<file path="src/rtl/decode_stage_if.sv">
// ---------------------------------------------------------------------------
// decode_stage_if
//
// Purpose: groups the fetch-side and execute-side handshake/data signals of
// the decode stage into one bundle.
//
// Signal summary:
//   Fetch side    : in_valid, in_ready, in_inst[31:0], in_pc[31:0], flush
//   Execute side  : out_valid, out_ready
//   Decoded data  : out_alu_op[3:0], out_flag, out_eq, out_imm[31:0],
//                   out_rs1/out_rs2/out_rd[4:0], out_pc[31:0]
//   Control flags : out_use_imm, out_use_pc, out_is_branch, out_is_jump,
//                   out_is_load, out_is_store, out_reg_write, out_illegal
//
// Modports:
//   slave  - the decode stage itself
//   master - the surrounding fetch/execute environment
// ---------------------------------------------------------------------------
interface decode_stage_if;
    logic        in_valid;
    logic        in_ready;
    logic [31:0] in_inst;
    logic [31:0] in_pc;
    logic        flush;

    logic        out_valid;
    logic        out_ready;
    logic [3:0]  out_alu_op;
    logic        out_flag;
    logic        out_eq;
    logic [31:0] out_imm;
    logic [4:0]  out_rs1;
    logic [4:0]  out_rs2;
    logic [4:0]  out_rd;
    logic [31:0] out_pc;
    logic        out_use_imm;
    logic        out_use_pc;
    logic        out_is_branch;
    logic        out_is_jump;
    logic        out_is_load;
    logic        out_is_store;
    logic        out_reg_write;
    logic        out_illegal;

    modport slave (
        input  in_valid, in_inst, in_pc, flush, out_ready,
        output in_ready, out_valid, out_alu_op, out_flag, out_eq, out_imm,
               out_rs1, out_rs2, out_rd, out_pc, out_use_imm, out_use_pc,
               out_is_branch, out_is_jump, out_is_load, out_is_store,
               out_reg_write, out_illegal
    );

    modport master (
        output in_valid, in_inst, in_pc, flush, out_ready,
        input  in_ready, out_valid, out_alu_op, out_flag, out_eq, out_imm,
               out_rs1, out_rs2, out_rd, out_pc, out_use_imm, out_use_pc,
               out_is_branch, out_is_jump, out_is_load, out_is_store,
               out_reg_write, out_illegal
    );
endinterface

</file>
<file path="src/rtl/decode_stage.sv">
// ---------------------------------------------------------------------------
// decode_stage
//
// Purpose: RV32IM instruction decoder with a two-entry (main + skid) output
// buffer. Instructions are decoded combinationally on the way in and the
// decoded fields are stored, so a decoded instruction appears on the outputs
// one cycle after it is accepted.
//
// Ports:
//   clk  - clock, all state updates on the rising edge
//   rst  - asynchronous active-high reset
//   bus  - decode_stage_if.slave: fetch-side handshake (in_*, flush),
//          execute-side handshake (out_valid/out_ready) and decoded fields
// ---------------------------------------------------------------------------
module decode_stage (
    input  logic          clk,
    input  logic          rst,
    decode_stage_if.slave bus
);

    localparam logic [6:0] OPC_OP     = 7'b0110011;
    localparam logic [6:0] OPC_OP_IMM = 7'b0010011;
    localparam logic [6:0] OPC_BRANCH = 7'b1100011;
    localparam logic [6:0] OPC_LOAD   = 7'b0000011;
    localparam logic [6:0] OPC_STORE  = 7'b0100011;
    localparam logic [6:0] OPC_JAL    = 7'b1101111;
    localparam logic [6:0] OPC_JALR   = 7'b1100111;
    localparam logic [6:0] OPC_LUI    = 7'b0110111;
    localparam logic [6:0] OPC_AUIPC  = 7'b0010111;

    typedef struct packed {
        logic [3:0]  aluOp;
        logic        flag;
        logic        eq;
        logic [31:0] imm;
        logic [4:0]  rs1;
        logic [4:0]  rs2;
        logic [4:0]  rd;
        logic [31:0] pc;
        logic        useImm;
        logic        usePc;
        logic        isBranch;
        logic        isJump;
        logic        isLoad;
        logic        isStore;
        logic        regWrite;
        logic        illegal;
    } decoded_t;

    logic [31:0] w_inst;
    logic [6:0]  w_opcode;
    logic [2:0]  w_funct3;
    logic [6:0]  w_funct7;
    logic [31:0] w_immI;
    logic [31:0] w_immS;
    logic [31:0] w_immB;
    logic [31:0] w_immU;
    logic [31:0] w_immJ;
    decoded_t    w_dec;
    logic        w_accept;
    logic        w_consume;

    decoded_t    r_main;
    decoded_t    r_skid;
    logic        r_mainValid;
    logic        r_skidValid;

    // Raw instruction fields and the five immediate formats, all
    // sign-extended from bit 31; B and J are halfword offsets so bit 0 is 0.
    assign w_inst   = bus.in_inst;
    assign w_opcode = w_inst[6:0];
    assign w_funct3 = w_inst[14:12];
    assign w_funct7 = w_inst[31:25];
    assign w_immI   = {{20{w_inst[31]}}, w_inst[31:20]};
    assign w_immS   = {{20{w_inst[31]}}, w_inst[31:25], w_inst[11:7]};
    assign w_immB   = {{19{w_inst[31]}}, w_inst[31], w_inst[7],
                       w_inst[30:25], w_inst[11:8], 1'b0};
    assign w_immU   = {w_inst[31:12], 12'b0};
    assign w_immJ   = {{11{w_inst[31]}}, w_inst[31], w_inst[19:12],
                       w_inst[20], w_inst[30:21], 1'b0};

    // Combinational decode of the incoming word. Everything starts cleared,
    // each opcode fills in what it needs, and a final pass strips register
    // writes to x0 and all unit-select flags from illegal encodings so they
    // flow downstream as harmless bubbles carrying the illegal bit.
    always_comb begin
        w_dec     = '0;
        w_dec.rs1 = w_inst[19:15];
        w_dec.rs2 = w_inst[24:20];
        w_dec.rd  = w_inst[11:7];
        w_dec.pc  = bus.in_pc;
        if (w_inst[1:0] != 2'b11) begin
            w_dec.illegal = 1'b1;
        end else begin
            case (w_opcode)
                OPC_OP: begin
                    w_dec.aluOp    = {w_inst[25], w_funct3};
                    w_dec.regWrite = 1'b1;
                    if (w_funct7 == 7'b0100000) begin
                        if (w_funct3 == 3'b000 || w_funct3 == 3'b101) begin
                            w_dec.flag = 1'b1;
                        end else begin
                            w_dec.illegal = 1'b1;
                        end
                    end else if (w_funct7 != 7'b0000000 &&
                                 w_funct7 != 7'b0000001) begin
                        w_dec.illegal = 1'b1;
                    end
                end
                OPC_OP_IMM: begin
                    w_dec.aluOp    = {1'b0, w_funct3};
                    w_dec.useImm   = 1'b1;
                    w_dec.imm      = w_immI;
                    w_dec.regWrite = 1'b1;
                    if (w_funct3 == 3'b101) begin
                        w_dec.flag = w_inst[30];
                        if (w_funct7 != 7'b0000000 && w_funct7 != 7'b0100000) begin
                            w_dec.illegal = 1'b1;
                        end
                    end else if (w_funct3 == 3'b001 && w_funct7 != 7'b0000000) begin
                        w_dec.illegal = 1'b1;
                    end
                end
                OPC_BRANCH: begin
                    w_dec.aluOp    = {2'b00, w_inst[14:13]};
                    w_dec.flag     = (w_inst[14:13] == 2'b00);
                    w_dec.eq       = ~(w_inst[14] ^ w_inst[12]);
                    w_dec.imm      = w_immB;
                    w_dec.isBranch = 1'b1;
                    if (w_funct3 == 3'b010 || w_funct3 == 3'b011) begin
                        w_dec.illegal = 1'b1;
                    end
                end
                OPC_LOAD: begin
                    w_dec.imm      = w_immI;
                    w_dec.useImm   = 1'b1;
                    w_dec.isLoad   = 1'b1;
                    w_dec.regWrite = 1'b1;
                end
                OPC_STORE: begin
                    w_dec.imm     = w_immS;
                    w_dec.useImm  = 1'b1;
                    w_dec.isStore = 1'b1;
                end
                OPC_JAL: begin
                    w_dec.imm      = w_immJ;
                    w_dec.usePc    = 1'b1;
                    w_dec.isJump   = 1'b1;
                    w_dec.regWrite = 1'b1;
                end
                OPC_JALR: begin
                    w_dec.imm      = w_immI;
                    w_dec.useImm   = 1'b1;
                    w_dec.isJump   = 1'b1;
                    w_dec.regWrite = 1'b1;
                end
                OPC_LUI: begin
                    w_dec.imm      = w_immU;
                    w_dec.rs1      = 5'd0;
                    w_dec.useImm   = 1'b1;
                    w_dec.regWrite = 1'b1;
                end
                OPC_AUIPC: begin
                    w_dec.imm      = w_immU;
                    w_dec.rs1      = 5'd0;
                    w_dec.useImm   = 1'b1;
                    w_dec.usePc    = 1'b1;
                    w_dec.regWrite = 1'b1;
                end
                default: begin
                    w_dec.illegal = 1'b1;
                end
            endcase
        end
        if (w_dec.illegal || w_dec.rd == 5'd0) begin
            w_dec.regWrite = 1'b0;
        end
        if (w_dec.illegal) begin
            w_dec.isBranch = 1'b0;
            w_dec.isJump   = 1'b0;
            w_dec.isLoad   = 1'b0;
            w_dec.isStore  = 1'b0;
        end
    end

    // Handshake qualifiers. Readiness depends only on the skid register, so
    // the fetch side never sees a combinational path from out_ready.
    assign w_accept  = bus.in_valid & ~r_skidValid;
    assign w_consume = r_mainValid & bus.out_ready;

    // Main/skid buffer. Priority: reset, then flush (which also drops any
    // simultaneous acceptance), then skid-to-main refill on consume, then a
    // new acceptance going into main if it is free or draining, else skid.
    // When skid is full in_ready is low, so refill and accept never collide.
    always_ff @(posedge clk or posedge rst) begin
        if (rst) begin
            r_mainValid <= 1'b0;
            r_skidValid <= 1'b0;
            r_main      <= '0;
            r_skid      <= '0;
        end else if (bus.flush) begin
            r_mainValid <= 1'b0;
            r_skidValid <= 1'b0;
        end else if (w_consume && r_skidValid) begin
            r_main      <= r_skid;
            r_skidValid <= 1'b0;
        end else if (w_accept) begin
            if (!r_mainValid || w_consume) begin
                r_main      <= w_dec;
                r_mainValid <= 1'b1;
            end else begin
                r_skid      <= w_dec;
                r_skidValid <= 1'b1;
            end
        end else if (w_consume) begin
            r_mainValid <= 1'b0;
        end
    end

    // The main entry drives the execute side directly.
    assign bus.in_ready      = ~r_skidValid;
    assign bus.out_valid     = r_mainValid;
    assign bus.out_alu_op    = r_main.aluOp;
    assign bus.out_flag      = r_main.flag;
    assign bus.out_eq        = r_main.eq;
    assign bus.out_imm       = r_main.imm;
    assign bus.out_rs1       = r_main.rs1;
    assign bus.out_rs2       = r_main.rs2;
    assign bus.out_rd        = r_main.rd;
    assign bus.out_pc        = r_main.pc;
    assign bus.out_use_imm   = r_main.useImm;
    assign bus.out_use_pc    = r_main.usePc;
    assign bus.out_is_branch = r_main.isBranch;
    assign bus.out_is_jump   = r_main.isJump;
    assign bus.out_is_load   = r_main.isLoad;
    assign bus.out_is_store  = r_main.isStore;
    assign bus.out_reg_write = r_main.regWrite;
    assign bus.out_illegal   = r_main.illegal;

endmodule

</file>
<file path="src/flat_wrapper.sv">
// flat-port wrapper written by rule: the top's interface ports become plain ports
module decode_stage_flat 
  (clk, rst, bus_in_valid, bus_in_inst, bus_in_pc, bus_flush, bus_out_ready, bus_in_ready, bus_out_valid, bus_out_alu_op, bus_out_flag, bus_out_eq, bus_out_imm, bus_out_rs1, bus_out_rs2, bus_out_rd, bus_out_pc, bus_out_use_imm, bus_out_use_pc, bus_out_is_branch, bus_out_is_jump, bus_out_is_load, bus_out_is_store, bus_out_reg_write, bus_out_illegal);
  decode_stage_if bus_i ();
  input  logic clk;
  input  logic rst;
  input wire logic [$bits(bus_i.in_valid)-1:0] bus_in_valid;
  input wire logic [$bits(bus_i.in_inst)-1:0] bus_in_inst;
  input wire logic [$bits(bus_i.in_pc)-1:0] bus_in_pc;
  input wire logic [$bits(bus_i.flush)-1:0] bus_flush;
  input wire logic [$bits(bus_i.out_ready)-1:0] bus_out_ready;
  output wire logic [$bits(bus_i.in_ready)-1:0] bus_in_ready;
  output wire logic [$bits(bus_i.out_valid)-1:0] bus_out_valid;
  output wire logic [$bits(bus_i.out_alu_op)-1:0] bus_out_alu_op;
  output wire logic [$bits(bus_i.out_flag)-1:0] bus_out_flag;
  output wire logic [$bits(bus_i.out_eq)-1:0] bus_out_eq;
  output wire logic [$bits(bus_i.out_imm)-1:0] bus_out_imm;
  output wire logic [$bits(bus_i.out_rs1)-1:0] bus_out_rs1;
  output wire logic [$bits(bus_i.out_rs2)-1:0] bus_out_rs2;
  output wire logic [$bits(bus_i.out_rd)-1:0] bus_out_rd;
  output wire logic [$bits(bus_i.out_pc)-1:0] bus_out_pc;
  output wire logic [$bits(bus_i.out_use_imm)-1:0] bus_out_use_imm;
  output wire logic [$bits(bus_i.out_use_pc)-1:0] bus_out_use_pc;
  output wire logic [$bits(bus_i.out_is_branch)-1:0] bus_out_is_branch;
  output wire logic [$bits(bus_i.out_is_jump)-1:0] bus_out_is_jump;
  output wire logic [$bits(bus_i.out_is_load)-1:0] bus_out_is_load;
  output wire logic [$bits(bus_i.out_is_store)-1:0] bus_out_is_store;
  output wire logic [$bits(bus_i.out_reg_write)-1:0] bus_out_reg_write;
  output wire logic [$bits(bus_i.out_illegal)-1:0] bus_out_illegal;
  assign bus_i.in_valid = bus_in_valid;
  assign bus_i.in_inst = bus_in_inst;
  assign bus_i.in_pc = bus_in_pc;
  assign bus_i.flush = bus_flush;
  assign bus_i.out_ready = bus_out_ready;
  assign bus_in_ready = bus_i.in_ready;
  assign bus_out_valid = bus_i.out_valid;
  assign bus_out_alu_op = bus_i.out_alu_op;
  assign bus_out_flag = bus_i.out_flag;
  assign bus_out_eq = bus_i.out_eq;
  assign bus_out_imm = bus_i.out_imm;
  assign bus_out_rs1 = bus_i.out_rs1;
  assign bus_out_rs2 = bus_i.out_rs2;
  assign bus_out_rd = bus_i.out_rd;
  assign bus_out_pc = bus_i.out_pc;
  assign bus_out_use_imm = bus_i.out_use_imm;
  assign bus_out_use_pc = bus_i.out_use_pc;
  assign bus_out_is_branch = bus_i.out_is_branch;
  assign bus_out_is_jump = bus_i.out_is_jump;
  assign bus_out_is_load = bus_i.out_is_load;
  assign bus_out_is_store = bus_i.out_is_store;
  assign bus_out_reg_write = bus_i.out_reg_write;
  assign bus_out_illegal = bus_i.out_illegal;
  decode_stage u_core (.clk(clk), .rst(rst), .bus(bus_i));
endmodule
</file>
<file path="config.mk">
export PLATFORM = sky130hd
export DESIGN_NAME = decode_stage_flat
export DESIGN_NICKNAME = d
export VERILOG_FILES = /design/src/rtl/decode_stage_if.sv /design/src/rtl/decode_stage.sv /design/src/flat_wrapper.sv
export SDC_FILE = /design/constraint.sdc
export NUM_CORES = 1
export LEC_CHECK = 0
export ABC_AREA = 1
export BUFFER_PORTS_ARGS = -buffer_cell sky130_fd_sc_hd__buf_4
export CORE_ASPECT_RATIO = 0.5
export CORE_MARGIN = 10
export CORE_UTILIZATION = 45
export CTS_BUF_LIST = sky130_fd_sc_hd__clkbuf_4 sky130_fd_sc_hd__clkbuf_8
export DETAILED_ROUTE_END_ITERATION = 16
export HOLD_SLACK_MARGIN = 0.08
export PLACE_DENSITY = 0.72
export SETUP_SLACK_MARGIN = 0.4
export SYNTH_ARGS = -nofsm -noshare
export SYNTH_HDL_FRONTEND = slang
export SYNTH_SLANG_ARGS = --single-unit
</file>
<file path="constraint.sdc">
create_clock -name clk -period 7.38 [get_ports clk]
set_clock_uncertainty 0.1 [all_clocks]
set_input_delay 1.845 -clock clk [delete_from_list [all_inputs] [get_ports clk]]
set_output_delay 1.845 -clock clk [all_outputs]
set_load 0.05 [all_outputs]
</file>
**Word-level counts from Yosys, hierarchy flattened**

Index checks and enable logic that the tools add are counted.

- Equality and inequality tests: 20
- Multiplexer cells: 39
- Bitwise operators: 8
- Reduce and logical (&&, ||, !) cells: 28

Operator list:

| cell | count |
|---|---|
| two-way mux 93 bit | 3 |
| one-hot mux 32 bit (5 select lines) | 1 |
| two-way mux 43 bit | 1 |
| two-way mux 1 bit | 29 |
| == test 7 x 6 -> 1 bit (second input constant) | 4 |
| == test 7 bit (second input constant) | 3 |
| one-hot mux 5 bit (3 select lines) | 1 |
| == test 7 x 5 -> 1 bit (second input constant) | 2 |
| OR reduction 6 bit | 2 |
| == test 7 x 2 -> 1 bit (second input constant) | 1 |
| two-way mux 7 bit | 1 |
| inequality test 7 x 1 -> 1 bit (second input constant) | 1 |
| inequality test 7 x 6 -> 1 bit (second input constant) | 1 |
| nonzero test 7 bit | 1 |
| OR reduction 7 bit | 1 |
| == test 3 x 2 -> 1 bit (second input constant) | 2 |
| AND reduction 3 bit | 2 |
| nonzero test 3 bit | 2 |
| OR reduction 2 bit | 3 |
| zero test 5 bit | 1 |
| two-way mux 5 bit | 1 |
| NOT 1 bit | 5 |
| logical AND 1 bit | 4 |
| logical OR 1 bit | 4 |
| 16 further kinds | 19 |

- Flip-flop bits (word level): 188
- Input bits: 69
- Output and inout bits: 95
- Logic and storage cells: 129

**Logic depth before layout (Yosys ltp)**

Gate-level depths: netlist (run 1).

- Depth in word-level cells: 11
- Mapped depth: 12
- Mapped depth without buffers: 12

**Least setup slack after synthesis (run 1)**

OpenSTA, ideal clock, no wires.

- Path type: input to register
- From: in bus_in_inst[0]
- To: reg u_core.r_main (netlist bit u_core.bus.out_is_branch)
- Setup time: 0.118 ns
- Data arrival time: 2.794 ns
- Slack: 4.368 ns
- Stages on the path: 12
- Buffers on the path: 1
- Path through: nand2_1 > inv_2 > buf_6 > nand2_1 > nor2_4 > nand3_1 > nand2_1 > nor2_1 > nand3_1 > nand2_1 > nand2_1 > nand2_1

- Longest elaborated chain between the ends: 8
- Elaborated cells on any way between the ends: 19

Ends and longest elaborated chain:

| what | RTL line | text |
|---|---|---|
| from (decl) | flat_wrapper.sv:8 | `input wire logic [$bits(bus_i.in_inst)-1:0] bus_in_inst;` |
| == test 7 bit, or another cell as far along | decode_stage.sv:95 | `case (w_opcode)` |
| OR reduction 6 bit (no line) | -- |  |
| one-hot mux 1 bit (4 select lines) | decode_stage.sv:95 |  |
| two-way mux 1 bit | decode_stage.sv:92 | `if (w_inst[1:0] != 2'b11) begin` |
| two-way mux 4 bit * | decode_stage.sv:178 | `if (w_dec.illegal) begin` |
| two-way mux 93 bit * | decode_stage.sv:208 | `if (!r_mainValid \|\| w_consume) begin` |
| two-way mux 93 bit * | decode_stage.sv:207 | `end else if (w_accept) begin` |
| two-way mux 93 bit * | decode_stage.sv:204 | `end else if (w_consume && r_skidValid) begin` |
| to (signal assigned) | decode_stage.sv:205 | `r_main <= r_skid;` |
| to (signal assigned) | decode_stage.sv:209 | `r_main <= w_dec;` |
| to (decl) | decode_stage.sv:63 | `decoded_t r_main;` |

Every way passes the cells marked *; elsewhere a longest branch is shown, timed or not. The select of a mux whose other input is x is not followed.
A chain may end at the register's enable or synchronous reset.

**Worst setup path after layout (run 1)**

- From: in bus_out_ready
- To: reg u_core.r_main (netlist bit u_core.bus.out_imm[10])

- Longest elaborated chain between the ends: 4
- Elaborated cells on any way between the ends: 7

Ends and longest elaborated chain:

| what | RTL line | text |
|---|---|---|
| from (decl) | flat_wrapper.sv:11 | `input wire logic [$bits(bus_i.out_ready)-1:0] bus_out_ready;` |
| AND 1 bit * | decode_stage.sv:189 | `assign w_consume = r_mainValid & bus.out_ready;` |
| logical AND 1 bit / logical OR 1 bit (equally long branches) | decode_stage.sv:204, decode_stage.sv:208 |  |
| nonzero test 2 bit (no line) | -- |  |
| AND reduction 3 bit (no line) | -- |  |

Every way passes the cells marked *; elsewhere a longest branch is shown, timed or not.

==> reports/summary.txt, run 1 <==
Outcome -> completed
Largest net degree at the start of global routing -> 189
CP Data Required Time -> 7650 ps
Top-count cell post-synth -> nand2_1
Crit path time final -> 4300 ps
Commonest cells post-synth -> 372 x nand2_1, 188 x dfrtp_1, 114 x nor2_1
Crit path top cell by count -> inv_2
Crit Path Max Fanout -> 93
Clock latency on the worst-skew pair -> 480 ps
Combinational power share -> 25.3%
Internal -> 0.00173 W
Critical path's top delay family -> simple AND/OR/NAND/NOR gates
Final Max Tran Viols -> 0
PD cells -> 268 nW/um^2
IO buf count -> 163
Vias in the first global route -> 7083
Chip Width -> 214 um
Max-cap violations -> 0
CTS tree -> done
Proportion of layout cells with a drive suffix above 1 -> 20.0%
Synthesized instance count -> 1029
Global-route wire length before repair -> 37.4 mm
Synthesized area -> 8480 sq um
Clock root cell -> clkbuf_8
RePlAce Congestion -> 0.898
Post-route setup TNS -> 0 ps
Slew headroom -> 26.8%
Number of synthesized register bits -> 188
Fin util -> 55.3%
Critical Path AT -> 4570 ps
GRT busiest layer -> met2
Global router's overall resource usage -> 18.2%
Synth warn -> 0
Cell row count -> 35
Drc violations -> 0
IO Count -> 164
Total CTS buffers -> 17
Area leader, netlist -> dfrtp_1
Die area -> 25100 sq um
Hpwl dp -> 15.1 mm
Crit path cell chain -> buf_4 > nand3_4 > inv_2 > nand2_1 > nand2_4 > inv_2 > a21oi_1 > o21ai_0 > o21a_1
Initial Utilization -> 46.0%
Top_reg_cell synth -> dfrtp_1
Antenna Nets Post-Route -> 0
Overall routed net length -> 23.0 mm
Synth area leaders -> dfrtp_1 55%, nand2_1 16%, nor2_1 5.0%
Net Sw Frac -> 36.7%
Clock sink count -> 188
Fmax -> 233 MHz
Vias per inst -> 5.15
Distinct cells, synth -> 33
Clock Pin Slew Worst Setup and Hold Paths -> 110 ps
CP max-delay cell -> nand3_4
CTS Buffer Depth -> 2
Hold buffers post-CTS -> 0
GRT overflow -> 0
Initial antenna violation count -> 0
Met1 usage -> 23.8%
Met2 usage -> 30.6%
Sw Pwr -> 0.00100 W
Number of gates resized after cts -> 0
Chip height -> 117 um
Leakage power -> 5.05 nW
Worst hold margin -> 380 ps
Drt initial violations -> 676
Post-synthesis net count -> 1098
RSZ-0062 raised after global routing -> no
CP endpoint kind -> flip-flop
Post-CTS setup buffers -> 0
Flop pwr share -> 48.3%
Startpoint Class -> input pin
Core area -> 18400 sq um
GR Layer Usage met3 -> 3.82%
WL/cell -> 16.2 um
Max IR drop VDD -> 0.000126 V
Syn_area_per_cell -> 8.24 sq um
Post-route clock period utilization -> 58.2%
Worst Hold Class -> reg -> reg
Post-synth EDFFs -> 0
Worst-Margin Slew -> 1100 ps
Drt first pass iters -> 6
Area growth syn-to-layout -> 20.3%
Post-route cell area -> 10200 sq um
Top cell type's share of synthesized area -> 55.5%
Final Hold Viols -> 0
Sequential share of the synthesized area -> 55.5%
Bufs and invs on worst path -> 3
Final Setup Violations -> 0
CP max stage delay -> 800 ps
Total power -> 0.00273 W
Vias -> 7328
Layout net count -> 1221
H-tree levels -> 4
Ant diodes -> 0
Area after DPL -> 9800 sq um
Clock share of power -> 26.4%
Critical path class -> in -> reg
Async SR Flop Fraction -> 100%
==> layout by cell type, fill, tap and decap left out, drive strengths merged <==
cell      Yosys  routed
nand2       377     377
dfrtp       188     188
buf          37     169
nor2        121     121
o21ai        84      84
a31oi        66      66
inv          31      42
nand3        35      35
a21oi        29      29
clkbuf       28      18
o211ai        8       8
o21a          7       7
nand4         6       6
o22ai         4       4
nor3          2       2
or2           1       1
xnor2         1       1
nor3b         1       1
a211oi        1       1
clkinvlp      0       1
o31ai         1       1
a21o          1       1
bufinv        0       1
clkinv        0       1
==> state kept, by name, indices dropped and copies added, names as in the netlist <==
register,cells
u_core.r_skid,93
u_core.bus.out_imm,32
u_core.bus.out_pc,32
u_core.bus.out_rd,5
u_core.bus.out_rs1,5
u_core.bus.out_rs2,5
u_core.bus.out_alu_op,4
u_core.bus.out_eq,1
u_core.bus.out_flag,1
u_core.bus.out_illegal,1
u_core.bus.out_is_branch,1
u_core.bus.out_is_jump,1
u_core.bus.out_is_load,1
u_core.bus.out_is_store,1
u_core.bus.out_reg_write,1
u_core.bus.out_use_imm,1
u_core.bus.out_use_pc,1
u_core.bus.out_valid,1
u_core.r_skidValid,1
==> kinds of logic after synthesis <==
kind of cell	Yosys count	synth area share (%)
xor gates and xnor gates	1	0.103
AOI/OAI and AO/OA	201	13.6
and+or+nand+nor	543	25.7
buffers and inverters	96	5.11
DFF	188	55.5
==> layout make-up <==
class / count / area [sq um]
inverters: 31 / 120
repair buffers: 169 / 1280
well taps: 259 / 324
fillers: 1688 / 8230
multi-input cells: 745 / 3370
flip-flops and latches: 188 / 4700
clock inverters: 14 / 164
clock buffers: 18 / 241
==> worst reg2reg max path: stages, from the launching register on <==
cell and delay (ps):
dfrtp_1 470, nand3_4 840, inv_2 250, nand2_1 110, nand2_4 320, inv_2 530, a21oi_1 330, o21ai_0 140
o21a_1 150
==> layer usage <==
| layer | vias up | share of wire [%] | routed length, um |
|---|---|---|---|
| li1 | 3615 | - | - |
| met1 | 3522 | 47 | 10800 |
| met4 | 0 | 1.2 | 269 |
| met3 | 19 | 4.5 | 1040 |
| met2 | 172 | 47 | 10900 |
| met5 | - | 0 | 0 |
==> final timing paths <==
path                                       from                     end  slack [ps]  depth (start not counted)
max                               bus_out_ready  u_core.bus.out_imm[10]        3080                          9
min                           u_core.r_skid[14]       u_core.r_skid[14]         380                          2
max reg2reg                u_core.bus.out_valid  u_core.bus.out_imm[10]        4040                          8
min reg2reg                   u_core.r_skid[14]       u_core.r_skid[14]         380                          2
max in group asynchronous                   rst  u_core.bus.out_is_jump        4870                          3
min in group asynchronous                   rst    u_core.bus.out_pc[8]        1540                          3
==> metrics by stage <==
stage | setup WS (ps) | cells
final | 3080 | 1424
after global routing | 2710 | 1424
after CTS | 3070 | 1424
after detailed placement | 2570 | 1392
after global placement | 2600 | 1392
after floorplan | 3010 | 1029
==> power groups by stage <==
stage | logic [W] | registers [W] | clock network [W]
floorplan | 0.000232 | 0.00157 | 0
global placement | 0.000686 | 0.00133 | 0
detailed placement | 0.000700 | 0.00134 | 0
CTS | 0.000700 | 0.00132 | 0.000735
global route | 0.000751 | 0.00134 | 0.000774
finish | 0.000691 | 0.00132 | 0.000721
(Power assumes the default switching activity.)
==> inputs of run 2 (changes only) <==
==> constraint.sdc (replaced) <==
create_clock -name clk -period 3.9 [get_ports clk]
set_clock_uncertainty 0.1 [all_clocks]
set_input_delay 0.975 -clock clk [delete_from_list [all_inputs] [get_ports clk]]
set_output_delay 0.975 -clock clk [all_outputs]
set_load 0.05 [all_outputs]
==> run 2 against run 1 <==
Wire length is 0.85% higher. Sequential power rose by 89%. Non-clock buffer count grew 4. Clock-buffer cell count is 1 higher. Critical path type unchanged. Largest power group unchanged.
==> reports/summary.txt, run 2 (same netlist as run 1, synthesis figures left out) <==
Chip Width -> 214 um
Chip height -> 117 um
Fmax -> 407 MHz
IO Count -> 164
RePlAce Congestion -> 0.861
Core area -> 18400 sq um
Max FFs per register -> 93
Sw Pwr -> 0.00182 W
Clock Pin Slew Worst Setup and Hold Paths -> 100 ps
Initial Utilization -> 46.0%
Startpoint Class -> input pin
Worst Hold Class -> in -> async
Vias in the first global route -> 7089
Post-CTS setup buffers -> 0
IO buf count -> 163
Net Sw Frac -> 34.9%
Met3 routed WL -> 1.29 mm
Leakage power -> 5.08 nW
Post-route setup TNS -> 0 ps
Worst hold margin -> 372 ps
Worst-Margin Slew -> 1070 ps
Clock share of power -> 27.1%
Total CTS buffers -> 17
Critical path class -> in -> reg
Proportion of layout cells with a drive suffix above 1 -> 20.3%
Vias per inst -> 5.18
Layout net count -> 1225
Ant diodes -> 0
Final Hold Viols -> 0
Antenna Nets Post-Route -> 0
Die area -> 25100 sq um
Max IR drop VDD -> 0.000236 V
GRT overflow -> 0
Clock root cell -> clkbuf_8
Combinational power share -> 25.0%
Largest Register -> u_core.r_skid
Number of gates resized after cts -> 0
Clock sink count -> 188
Max Used Layer -> met4
Largest net degree at the start of global routing -> 125
RSZ-0062 raised after global routing -> no
Global-route wire length before repair -> 37.6 mm
Final Max Tran Viols -> 0
Max-cap violations -> 0
Drt first pass iters -> 5
Crit Path Max Fanout -> 105
Cell row count -> 35
WL/cell -> 16.3 um
M1 WL -> 10.5 mm
Area growth syn-to-layout -> 21.0%
Flop pwr share -> 47.8%
Post-route clock period utilization -> 63.1%
Drc violations -> 0
Hold buffers post-CTS -> 0
Overall routed net length -> 23.2 mm
H-tree levels -> 4
Critical Path AT -> 2710 ps
CP Data Required Time -> 4150 ps
Drt initial violations -> 725
Crit path time final -> 2460 ps
CTS tree -> done
Slew headroom -> 28.4%
CP endpoint kind -> flip-flop
Vias -> 7399
Initial antenna violation count -> 0
Most common cell after layout, fill and taps aside -> nand2_1
Internal -> 0.00340 W
Outcome -> completed
Final Setup Violations -> 0
Hpwl dp -> 15.5 mm
Fillers -> 1671
CTS Buffer Depth -> 2
Commonest cells after routing, fill and taps aside -> 371 x nand2_1, 188 x dfrtp_1, 172 x buf_4
Global router's overall resource usage -> 18.3%
Met2 WL -> 11.3 mm
PD cells -> 509 nW/um^2
Clock latency on the worst-skew pair -> 460 ps
==> run 2: changes by cell type in the layout (fill, tap and decap cells not counted), sizes merged <==
cell,delta
inv,-6
clkbuf,+1
clkinv,+2
buf,+4
bufinv,+2
clkinvlp,+1
==> run 2: worst max-delay path: stages <==
cell	delay [ps]
buf_4	120
inv_1	90
nand4_1	180
nor2_4	140
buf_4	830
nor2_1	110
a31oi_1	220
==> run 2: stage by stage <==
step	util, %	instance area, sq um	worst slack (ps)	cells	total power, W
after floorplan	-	8480	405	1029	0.00340
after CTS	55.6	10300	1520	1428	0.00527
after detailed placement	53.3	9830	1030	1396	0.00386
final	55.6	10300	1440	1428	0.00522
after global placement	53.3	9830	1100	1396	0.00382
after global routing	55.6	10300	1270	1428	0.00551
==> run 2: final cells by class <==
type,count,area (sq um),area share [%]
Tap cell,259,324,3.16
Clock buffer,19,255,2.49
Timing Repair Buffer,173,1310,12.8
Inverter,31,120,1.17
Clock inverter,13,178,1.73
Multi-Input combinational cell,745,3370,32.8
Sequential cell,188,4700,45.9
==> run 2: metal layers <==
metal  vias to the layer above  global-route usage, %
li1                       3613                      -
met1                      3567                   23.5
met2                       205                   31.3
met3                        14                   3.93
met4                         0                   4.22
met5                         -                      0
==> run 2: final timing paths <==
check | endpoint | startpoint | cells past startpoint | slack (ps)
max in group asynchronous | u_core.bus.out_is_load | rst | 3 | 2370
min in group clk | u_core.r_skid[34] | u_core.r_skid[34] | 2 | 380
worst min-delay path | u_core.bus.out_pc[9] | rst | 2 | 370
worst max-delay path | u_core.r_skid[58] | bus_out_ready | 7 | 1440
worst max register to register | u_core.r_skid[58] | u_core.r_skidValid | 6 | 1590
worst min register to register | u_core.r_skid[34] | u_core.r_skid[34] | 2 | 380
==> run 2: power by group through the flow <==
| stage | clock network (W) | logic, W | registers, W |
|---|---|---|---|
| after global placement | 0 | 0.00130 | 0.00252 |
| after global routing | 0.00154 | 0.00143 | 0.00254 |
| after detailed placement | 0 | 0.00133 | 0.00253 |
| final | 0.00142 | 0.00131 | 0.00250 |
| after floorplan | 0 | 0.000439 | 0.00296 |
| after CTS | 0.00145 | 0.00133 | 0.00250 |
==> inputs of run 3 (changes only) <==
--- a/config.mk
+++ b/config.mk
@@ -13,7 +13,7 @@
 export CTS_BUF_LIST = sky130_fd_sc_hd__clkbuf_4 sky130_fd_sc_hd__clkbuf_8
 export DETAILED_ROUTE_END_ITERATION = 16
 export HOLD_SLACK_MARGIN = 0.08
-export PLACE_DENSITY = 0.72
+export PLACE_DENSITY = 0.69
 export SETUP_SLACK_MARGIN = 0.4
 export SYNTH_ARGS = -nofsm -noshare
 export SYNTH_HDL_FRONTEND = slang
==> constraint.sdc (replaced) <==
create_clock -name clk -period 2.5 [get_ports clk]
set_clock_uncertainty 0.1 [all_clocks]
set_input_delay 0.625 -clock clk [delete_from_list [all_inputs] [get_ports clk]]
set_output_delay 0.625 -clock clk [all_outputs]
set_load 0.05 [all_outputs]
==> run 3 against run 2 <==
Die area unchanged. Sequential share of layout area shrank 0.71 points. Power increased by 59%. Global-route usage grew 0.57 points. Flip-flop and latch count did not move. Critical path depth shrank 5. Worst hold slack got worse by 100 ps. Clock-buffer cell count stayed put. Wire length is 1.6% higher. Core utilization rose by 0.88 points. Sequential power up 56%. Critical path type is now reg -> out. Critical endpoint is now bus_in_ready. Largest cell class unchanged. Largest power group unchanged. Highest routed layer unchanged.
==> reports/summary.txt, run 3 (same netlist as run 1, synthesis figures left out) <==
Sw Pwr -> 0.00285 W
Commonest cells after routing, fill and taps aside -> 371 x nand2_1, 188 x dfrtp_1, 172 x buf_4
Crit Path Max Fanout -> 4
Largest Register -> u_core.r_skid
Hpwl dp -> 16.2 mm
Clock root cell -> clkbuf_8
CP Data Required Time -> 1770 ps
IO buf count -> 163
Global router's overall resource usage -> 18.8%
Worst Hold Class -> in -> reg
Slew headroom -> 58.2%
Final Setup Violations -> 0
WL/cell -> 16.4 um
Leakage power -> 5.15 nW
PD cells -> 795 nW/um^2
Crit path time final -> 1980 ps
Antenna Nets Post-Route -> 0
Post-CTS setup buffers -> 0
Most common cell after layout, fill and taps aside -> nand2_1
Critical Path AT -> 1260 ps
Drc violations -> 0
Combinational power share -> 25.1%
Critical Path Sink -> bus_in_ready
CP endpoint kind -> output port
Worst-Margin Slew -> 627 ps
Initial antenna violation count -> 0
Chip height -> 117 um
RSZ-0062 raised after global routing -> no
Flop pwr share -> 46.9%
Clock share of power -> 28.0%
Overall routed net length -> 23.6 mm
Setup crit start -> u_core.r_skidValid
Drt initial violations -> 716
Max IR drop VDD -> 0.000349 V
Layout net count -> 1232
Vias per inst -> 5.17
Final Worst Setup Slack -> 516 ps
RePlAce Congestion -> 0.851
RR Endpoint -> u_core.bus.out_pc[9]
Total power -> 0.00828 W
Vias in the first global route -> 7270
Critical path class -> reg -> out
Die area -> 25100 sq um
Core area -> 18400 sq um
Vias -> 7425
Startpoint Class -> flip-flop
Proportion of layout cells with a drive suffix above 1 -> 20.7%
Drt first pass iters -> 6
CTS tree -> done
Initial Utilization -> 46.0%
Internal -> 0.00543 W
IO Count -> 164
Post-route setup TNS -> 0 ps
Max-cap violations -> 0
Final Hold Viols -> 0
Ant diodes -> 0
Outcome -> completed
Area growth syn-to-layout -> 22.9%
Clock latency on the worst-skew pair -> 460 ps
Total CTS buffers -> 17
Fmax -> 504 MHz
R2R depth -> 6
GRT overflow -> 0
CTS Buffer Depth -> 2
Clock Pin Slew Worst Setup and Hold Paths -> 110 ps
Global-route wire length before repair -> 38.7 mm
Flop-to-flop setup slack -> 610 ps
Pre-CTS setup slack -> 233 ps
Max FFs per register -> 93
Chip Width -> 214 um
Clock sink count -> 188
Fin util -> 56.5%
Largest net degree at the start of global routing -> 96
Post-route clock period utilization -> 79.4%
Net Sw Frac -> 34.4%
Cell row count -> 35
Final Max Tran Viols -> 0
RR Startpoint -> u_core.r_skidValid
H-tree levels -> 4
==> run 3: cell count changes in the layout (fill, tap and decap cells not counted) <==
cell and delta:
buf_12 +6, bufinv_16 +1, clkbuf_4 -1, clkbuf_8 +1
clkinvlp_4 +1, dlygate4sd3_1 +1, inv_2 -1, inv_6 -1
==> run 3: area by class of cell <==
cell class | instances | area [sq um]
fillers | 1714 | 8020
clock buffers | 19 | 262
clock inverters | 13 | 201
repair buffers | 180 | 1440
multi-input cells | 745 | 3370
flip-flops and latches | 188 | 4700
inverters | 31 | 121
well taps | 259 | 324
==> run 3: how the worst min path moves through the flow <==
| stage | start | endpoint | slack [ps] | cells after the start |
|---|---|---|---|---|
| 2_1_floorplan | u_core.r_skid[10] | u_core.r_skid[10] | 340 | 2 |
| 3_3_place_gp | u_core.r_skid[23] | u_core.r_skid[23] | 350 | 2 |
| 3_5_place_dp | u_core.r_skid[8] | u_core.r_skid[8] | 360 | 2 |
| 4_1_cts | bus_in_pc[20] | u_core.r_skid[28] | 240 | 3 |
| 5_1_grt | bus_flush | u_core.r_skidValid | 230 | 2 |
| 6_report | bus_in_pc[0] | u_core.r_skid[8] | 270 | 3 |
==> run 3: power groups by stage <==
stage	Sequential [W]	Clock [W]	Combinational, W
2_1_floorplan	0.00462	0	0.000685
3_3_place_gp	0.00392	0	0.00206
3_5_place_dp	0.00395	0	0.00210
4_1_cts	0.00389	0.00237	0.00211
5_1_grt	0.00397	0.00249	0.00226
6_report	0.00389	0.00232	0.00208
==> run 3: what timing repair did <==
action	in CTS	in global routing
endpoints found under the hold margin	8	0
hold buffers	1	0
resized for setup	0	0
==> run 3: routing by layer <==
metal / up-vias / global-route usage, % / part of all wire [%]
met4: 0 / 4.27 / 1.1
met3: 24 / 3.75 / 5.0
met5: - / 0 / 0
li1: 3626 / - / -
met2: 203 / 31.8 / 48
met1: 3572 / 24.8 / 46
==> run 3: worst max-delay path: stages (launching register included) <==
cell     delay [ps]
dfrtp_1         440
inv_1           140
buf_4           220
==> run 3: stage by stage <==
stage / area, sq um / instances / hold WS (ps)
global placement: 9950 / 1402 / 353
CTS: 10400 / 1435 / 241
global route: 10400 / 1435 / 234
finish: 10400 / 1435 / 268
floorplan: 8480 / 1029 / 342
detailed placement: 9950 / 1402 / 359
